File: src/rtl/conv_pkg.sv
// Shared convolution weight-memory constants and the writer FSM state encoding.
// Defaults match the weight ROM reader so both sides agree on row geometry.
package conv_pkg;

  localparam int DATA_WIDTH_DEF = 16;
  localparam int F_DEF          = 64;
  localparam int ROWS_DEF       = 6;
  localparam int ADDR_WIDTH_DEF = 3;
  localparam int ROW_WIDTH      = F_DEF * DATA_WIDTH_DEF;

  typedef enum logic [1:0] {
    IDLE  = 2'd0,
    FILL  = 2'd1,
    WRITE = 2'd2,
    DONE  = 2'd3
  } state_t;

endpackage

File: src/rtl/row_packer.sv
// Packs F accepted words into one row, first word in the most-significant lane.
// row_next and row_full are combinational so the writer can capture a complete row on the last push.
module row_packer #(
  parameter int DATA_WIDTH = 16,
  parameter int F          = 64
) (
  input  logic                    clk,
  input  logic                    reset,
  input  logic                    clr,
  input  logic                    push,
  input  logic [DATA_WIDTH-1:0]   data,
  output logic [F*DATA_WIDTH-1:0] row_next,
  output logic                    row_full
);

  localparam int CW = (F > 1) ? $clog2(F) : 1;

  logic [CW-1:0]           word_cnt;
  logic [F*DATA_WIDTH-1:0] row;

  assign row_full = push && (word_cnt == CW'(F - 1));

  always_comb begin
    row_next = row;
    for (int k = 0; k < F; k++) begin
      if (push && (word_cnt == CW'(k))) begin
        row_next[(F-1-k)*DATA_WIDTH +: DATA_WIDTH] = data;
      end
    end
  end

  always_ff @(posedge clk) begin
    if (!reset) begin
      word_cnt <= '0;
      row      <= '0;
    end else begin
      if (clr) begin
        word_cnt <= '0;
      end else if (push) begin
        word_cnt <= row_full ? '0 : word_cnt + 1'b1;
      end
      if (push) begin
        row <= row_next;
      end
    end
  end

endmodule

File: src/rtl/conv_weight_writer.sv
// Streams weight words into RAM rows 0..ROWS-1; each row is written the cycle after its last word.
// s_ready drops for the one-cycle WRITE bubble and outside a load; s_last framing errors are sticky in err.
module conv_weight_writer
  import conv_pkg::*;
#(
  parameter int DATA_WIDTH = DATA_WIDTH_DEF,
  parameter int F          = F_DEF,
  parameter int ROWS       = ROWS_DEF,
  parameter int ADDR_WIDTH = ADDR_WIDTH_DEF
) (
  input  logic                    clk,
  input  logic                    reset,
  input  logic                    start,
  input  logic                    s_valid,
  input  logic [DATA_WIDTH-1:0]   s_data,
  input  logic                    s_last,
  output logic                    s_ready,
  output logic                    wr_en,
  output logic [ADDR_WIDTH-1:0]   wr_addr,
  output logic [F*DATA_WIDTH-1:0] wr_data,
  output logic                    busy,
  output logic                    done,
  output logic                    err
);

  localparam int ROW_W = F * DATA_WIDTH;

  state_t                state;
  logic [ADDR_WIDTH-1:0] row_cnt;
  logic                  push;
  logic                  clr;
  logic                  row_full;
  logic                  last_row;
  logic [ROW_W-1:0]      row_next;

  // s_ready is only ever high in FILL, so it alone qualifies acceptance
  assign push     = s_valid && s_ready;
  assign clr      = start && ((state == IDLE) || (state == DONE));
  assign last_row = (row_cnt == ADDR_WIDTH'(ROWS - 1));

  row_packer #(
    .DATA_WIDTH (DATA_WIDTH),
    .F          (F)
  ) u_packer (
    .clk      (clk),
    .reset    (reset),
    .clr      (clr),
    .push     (push),
    .data     (s_data),
    .row_next (row_next),
    .row_full (row_full)
  );

  always_ff @(posedge clk) begin
    if (!reset) begin
      state   <= IDLE;
      row_cnt <= '0;
      s_ready <= 1'b0;
      wr_en   <= 1'b0;
      wr_addr <= '0;
      wr_data <= '0;
      busy    <= 1'b0;
      done    <= 1'b0;
      err     <= 1'b0;
    end else begin
      wr_en <= 1'b0;
      case (state)
        IDLE, DONE: begin
          if (start) begin
            state   <= FILL;
            row_cnt <= '0;
            err     <= 1'b0;
            done    <= 1'b0;
            busy    <= 1'b1;
            s_ready <= 1'b1;
          end
        end
        FILL: begin
          if (push) begin
            if (s_last && !(row_full && last_row)) begin
              // premature end of load: drop the partial row, keep rows already written
              err     <= 1'b1;
              state   <= IDLE;
              s_ready <= 1'b0;
              busy    <= 1'b0;
            end else if (row_full) begin
              if (last_row && !s_last) begin
                err <= 1'b1;
              end
              state   <= WRITE;
              s_ready <= 1'b0;
              wr_en   <= 1'b1;
              wr_addr <= row_cnt;
              wr_data <= row_next;
            end
          end
        end
        WRITE: begin
          if (last_row) begin
            state <= DONE;
            done  <= 1'b1;
            busy  <= 1'b0;
          end else begin
            row_cnt <= row_cnt + 1'b1;
            state   <= FILL;
            s_ready <= 1'b1;
          end
        end
        default: begin
          state   <= IDLE;
          s_ready <= 1'b0;
          busy    <= 1'b0;
        end
      endcase
    end
  end

endmodule
File: config.mk
export PLATFORM = sky130hd
export DESIGN_NAME = conv_weight_writer
export DESIGN_NICKNAME = d
export VERILOG_FILES = /design/src/rtl/conv_pkg.sv /design/src/rtl/row_packer.sv /design/src/rtl/conv_weight_writer.sv
export SDC_FILE = /design/constraint.sdc
export NUM_CORES = 2
export LEC_CHECK = 0
export CORE_AREA = 2 2 408 410
export CTS_CLUSTER_DIAMETER = 150
export DETAILED_ROUTE_END_ITERATION = 6
export DIE_AREA = 0 0 410 412
export PLACE_DENSITY = 0.76
export REMOVE_ABC_BUFFERS = 1
export SETUP_SLACK_MARGIN = 0.4
export SLEW_MARGIN = 15
export SYNTH_ARGS = -nofsm -noshare
export SYNTH_HDL_FRONTEND = slang
export SYNTH_HIERARCHICAL = 1
export SYNTH_SLANG_ARGS = --single-unit
File: constraint.sdc
create_clock -name clk -period 4.4 [get_ports clk]
set_input_delay 0.88 -clock clk [delete_from_list [all_inputs] [get_ports clk]]
set_output_delay 0.88 -clock clk [all_outputs]
set_load 0.02 [all_outputs]
* Word-level counts from Yosys, hierarchy flattened *
Index checks and enable logic that the tools add are counted.

storage, ports and cells
  flip-flop bits (word level) = 2067
  latch bits = 0
  memory bits (writable) = 0
  bits in read-only memories = 0
  input bits = 21
  output and inout port bits = 1032
  word-level logic and storage cells = 270
  memories = 0

cells by class
  $add $sub $neg = 2
  $mul = 0
  div/mod/pow operators = 0
  order comparisons = 0
  equality and inequality tests = 74
  shift-type cells = 0
  multiplexer cells = 93
  bitwise logic cells = 4
  reduce and logical (&&, ||, !) cells = 86

operators with widths
  cell                 number
  $mux 16              64
  $eq 6x6->1 const B   32
  $eq 6x5->1 const B   16
  $logic_and 1x1->1    69
  $eq 6x4->1 const B   8
  $eq 6x3->1 const B   4
  $mux 1               15
  $eq 6x2->1 const B   2
  $reduce_and 4->1     3
  $mux 2               5
  $reduce_and 3->1     3
  $ne 2x2->1 const B   4
  $add 6x1->6 const B  1
  $eq 6x1->1 const B   1
  $logic_not 6->1      1
  $mux 3               2
  $mux 6               1
  $ne 3x3->1 const B   2
  $pmux 1 s3           2
  $pmux 2 s3           1
  $pmux 3 s2           1
  $reduce_and 5->1     1
  $eq 2x2->1 const B   2
  $not 1->1            4
  other kinds (11)     15

* Depth between registers and ports, before layout *
  depth after elaboration = 8
  mapped depth = 16
  gate-level depth less buffers = 8

* Modules after synthesis *
The synthesis kept the hierarchy.

modules (own cells, without submodules)
  module              times used  cells each  area each (µm²)  seq. area each (µm²)
  row_packer          1           4767        49378.6          20619.8
  conv_weight_writer  1           4628        37160.6          20759.9

* Least setup slack after synthesis *
No wires, ideal clock.

  kind = input to register
  start = in s_valid
  end = reg wr_data[866]
  library setup time = 128 ps
  data arrival time = 3299 ps
  required time = 4272 ps
  path slack = 973 ps
  stages = 16
  path buffers = 8
  path through = nand2_1 -> inv_1 -> buf_6 -> nand4_4 -> nor2_1 -> buf_2 -> buf_2 -> nand3_1 -> a211o_1 -> buf_2 -> buf_6 -> buf_6 -> buf_6 -> buf_4 -> nand3_1 -> o21ai_1

between the ends
  cells in the longest elaborated chain, start to end = 7
  elaborated cells between the ends (all ways) = 9
  classes of those cells = 1 x mux; 1 x bitwise; 7 x reduce/logical

RTL lines
  item                          line                      text
  start: declaration            conv_weight_writer.sv:14  input logic s_valid,
  $logic_and 1x1->1 *           conv_weight_writer.sv:37  assign push = s_valid && s_ready;
  via push                      conv_weight_writer.sv:30  logic push;
  $logic_and 1x1->1 *           row_packer.sv:21          assign row_full = push && (word_cnt == CW'(F - 1));
  via row_full                  conv_weight_writer.sv:32  logic row_full;
  $logic_and 1x1->1             conv_weight_writer.sv:80  if (s_last && !(row_full && last_row)) begin
  $logic_not 1->1               conv_weight_writer.sv:80
  $logic_and 1x1->1             conv_weight_writer.sv:80
  $not 1->1 (no line)           n/a
  $reduce_and 4->1 (no line) *  n/a
  end signal: assignment        conv_weight_writer.sv:94  wr_data <= row_next;
  end: declaration              conv_weight_writer.sv:20  output logic [F*DATA_WIDTH-1:0] wr_data,

The timed path passes the listed nets; every way through them passes the cells marked *.
A chain may end at the register's enable or synchronous reset.

* Worst setup path in the final report *
  start = in s_valid
  end = reg wr_data[386]

The elaborated chain is that of the path after synthesis.

==> out/metrics.yaml <==
outcome:
  outcome: "completed"
global_routing:
  antenna_found_initial: 13
  grt_max_degree: 263
  track_usage: 0.330
  grt.overflow.total: 0
  first_global_vias: 67900
  grt_pass1_wl_mm: 426
timing:
  fin_tns_setup_ns: 0
  fin_crit_ns: 3.30
  rsz0062_at_grt: "false"
  finalSetupViolCount: 0
  finalMaxSlewViolations: 0
  relSlewSlack: 0.162
  max_freq_mhz: 303
  post-route-period-util: 0.750
  tightest_slew_ns: 1.26
  fin_skew_ns: 0.0485
  hold_violations: 0
floorplan:
  rows: 149
  die_area_mm2: 0.169
  die_w_um: 410
  coreArea_mm2: 0.164
  io_pins: 1053
  die_h_um: 412
  initial_core_util: 0.527
synth:
  yosysTopAreaCellShare: 0.478
  ys_warn_count: 6
  ys_seq_area_frac: 0.478
  post-synth-top-area-cell: "dfxtp_1"
  synth_cells: 9395
  synth_cell_types: 48
  synth.area.top_cells: "dfxtp_1 48%, mux2_2 13%, mux2i_1 12%"
  yosysMostFrequentCell: "nand2_1"
  synth_edf_count: 0
  async_reset_ff_frac: 0
  synthFlopType: "dfxtp_1"
  synthTopCellsByCount: "2095 x nand2_1, 2067 x dfxtp_1, 1029 x nand3_1"
  avgSynthCellArea_um2: 9.21
  ys_ff_latch: 2067
  netlist_area_mm2: 0.0865
min_path:
  hold_path.class: "reg2reg"
layout:
  nets: 9900
  stdcell_count: 12200
  area_delta_synth_final_pct: 21.3
  n_fill_cell: 13100
  final_area_mm2: 0.105
  drive_gt1_frac: 0.164
job:
  drv_cap: 0
place:
  dp_hpwl_mm: 183
  gp_congestion: 0.852
  place_inst: 11900
  placed_area_mm2: 0.0983
  io_buffers: 1052
clock_tree:
  clock-root-buffer: "clkbuf_16"
  clock_path_buffers: 3
  clk_latency_ns: 0.86
  clock_sinks: 2067
  cts_setup_buffers: 0
  cts-htree-levels: 4
  clk_pin_slew_worst_paths_ns: 0.06
  cts_tree: "built"
  ctsHoldBuffers: 0
  cts_buffers: 201
  cts.repair.resized: 0
worst_setup_path:
  ff2ff_setup_slack_ns: 1.24
  endpoint_kind: "flop"
  start_kind: "input pin"
  critPathMaxFanout: 148
  cp_data_required_time_ns: 5.09
  critPathArrivalTime_ns: 3.99
  crit_type: "in2reg"
pwr:
  ir_worst_vdd_uv: 405
  power.density_mw_per_mm2: 359
  p_leak_uw: 0.0413
route:
  dr.pass1.iters: 7
  drt_iter0_markers: 7354
  routedWlPerCell_um: 24.1
  drt-total-wl_mm: 294
  via_count: 71600
  drtAntennaViolNets: 0
  viasPerCell: 5.86
  remaining_drc_errors: 0
[worst max-delay path: stages]
cell and delay (ns):
clkdlybuf4s50_1 0.49, nand2_1 0.11, inv_1 0.42, nand4_4 0.16
nor2_4 0.28, nand3_1 0.21, a211o_4 0.48, buf_12 0.22
buf_12 0.31, nand3_1 0.16, o21ai_0 0.10
[cell families after synthesis]
kind of cell	count (synthesis)	synth area share
AND/OR/NAND/NOR	3210	0.158
multiplexers	2051	0.252
AO/OA/AOI/OAI	1045	0.0609
buffers and inverters	1007	0.0494
flip-flops	2067	0.478
adder cells (fa/ha/maj)	9	0.00130
XOR/XNOR	6	0.000607
[state kept, by name, indices dropped and copies added (netlist names)]
name and cells:
s_ready 1, wr_en 1, wr_addr 3, row_cnt 3, u_packer/word_cnt 6, err 1
done 1, u_packer/row 1024, busy 1, wr_data 1024, state 2
[final timing paths]
path | start | end | cells past startpoint
worst max register to register | s_ready | wr_data[386] | 10
worst max-delay path | s_valid | wr_data[386] | 11
worst min-delay path | u_packer/row[13] | u_packer/row[13] | 2
worst min register to register | u_packer/row[13] | u_packer/row[13] | 2
[through the flow]
step / util / setup slack, ns / hold slack (ns) / total power [uW]
6_report: 0.639 / 1.10 / 0.455 / 37700
3_3_place_gp: 0.599 / 0.468 / 0.439 / 20600
4_1_cts: 0.639 / 1.16 / 0.456 / 37700
3_5_place_dp: 0.599 / 0.360 / 0.444 / 20600
2_1_floorplan: - / -27.01 / 0.432 / 19500
5_1_grt: 0.639 / 0.971 / 0.468 / 38500
[layout by cell type, fill, tap and decap left out, drive strengths merged, types with 4 or more instances in the layout]
cell type / n
mux2i: 1027
buf: 234
clkbuf: 308
nor3: 5
mux2: 1024
ha: 9
dfxtp: 2067
clkdlybuf4s50: 1035
nor2b: 6
nor2: 28
inv: 21
nand2: 2099
diode: 9
bufinv: 11
clkinv: 29
o21ai: 1029
clkinvlp: 4
nand4: 4
nand3: 1045
nand2b: 7
[per-layer routing]
| layer | share of wire | routed length (um) | global-route usage | vias up |
|---|---|---|---|---|
| li1 | - | - | - | 32800 |
| met1 | 0.41 | 120000 | 0.426 | 34700 |
| met2 | 0.45 | 133000 | 0.522 | 3383 |
| met3 | 0.082 | 24100 | 0.0576 | 745 |
| met4 | 0.058 | 17200 | 0.190 | 0 |
| met5 | 0 | 0 | 0 | - |
[layout make-up]
class,count,area [um^2],area share
flip-flops and latches,2067,41400,0.394
multi-input cells,6321,41300,0.393
repair buffers,1269,12900,0.123
clock buffers,308,5860,0.0558
well taps,2189,2740,0.0261
clock inverters,55,769,0.00733
inverters,10,37.5,0.000358
diodes,9,22.5,0.000215
[where the power goes]
group          switching [uW]  leakage, uW  internal [uW]
Sequential               20.7       0.0166          18700
Clock                    7570      0.00324           9860
Combinational            1240       0.0214            252
Total                    8830       0.0413          28800
No activity file was read; power rests on OpenSTA's default activity.
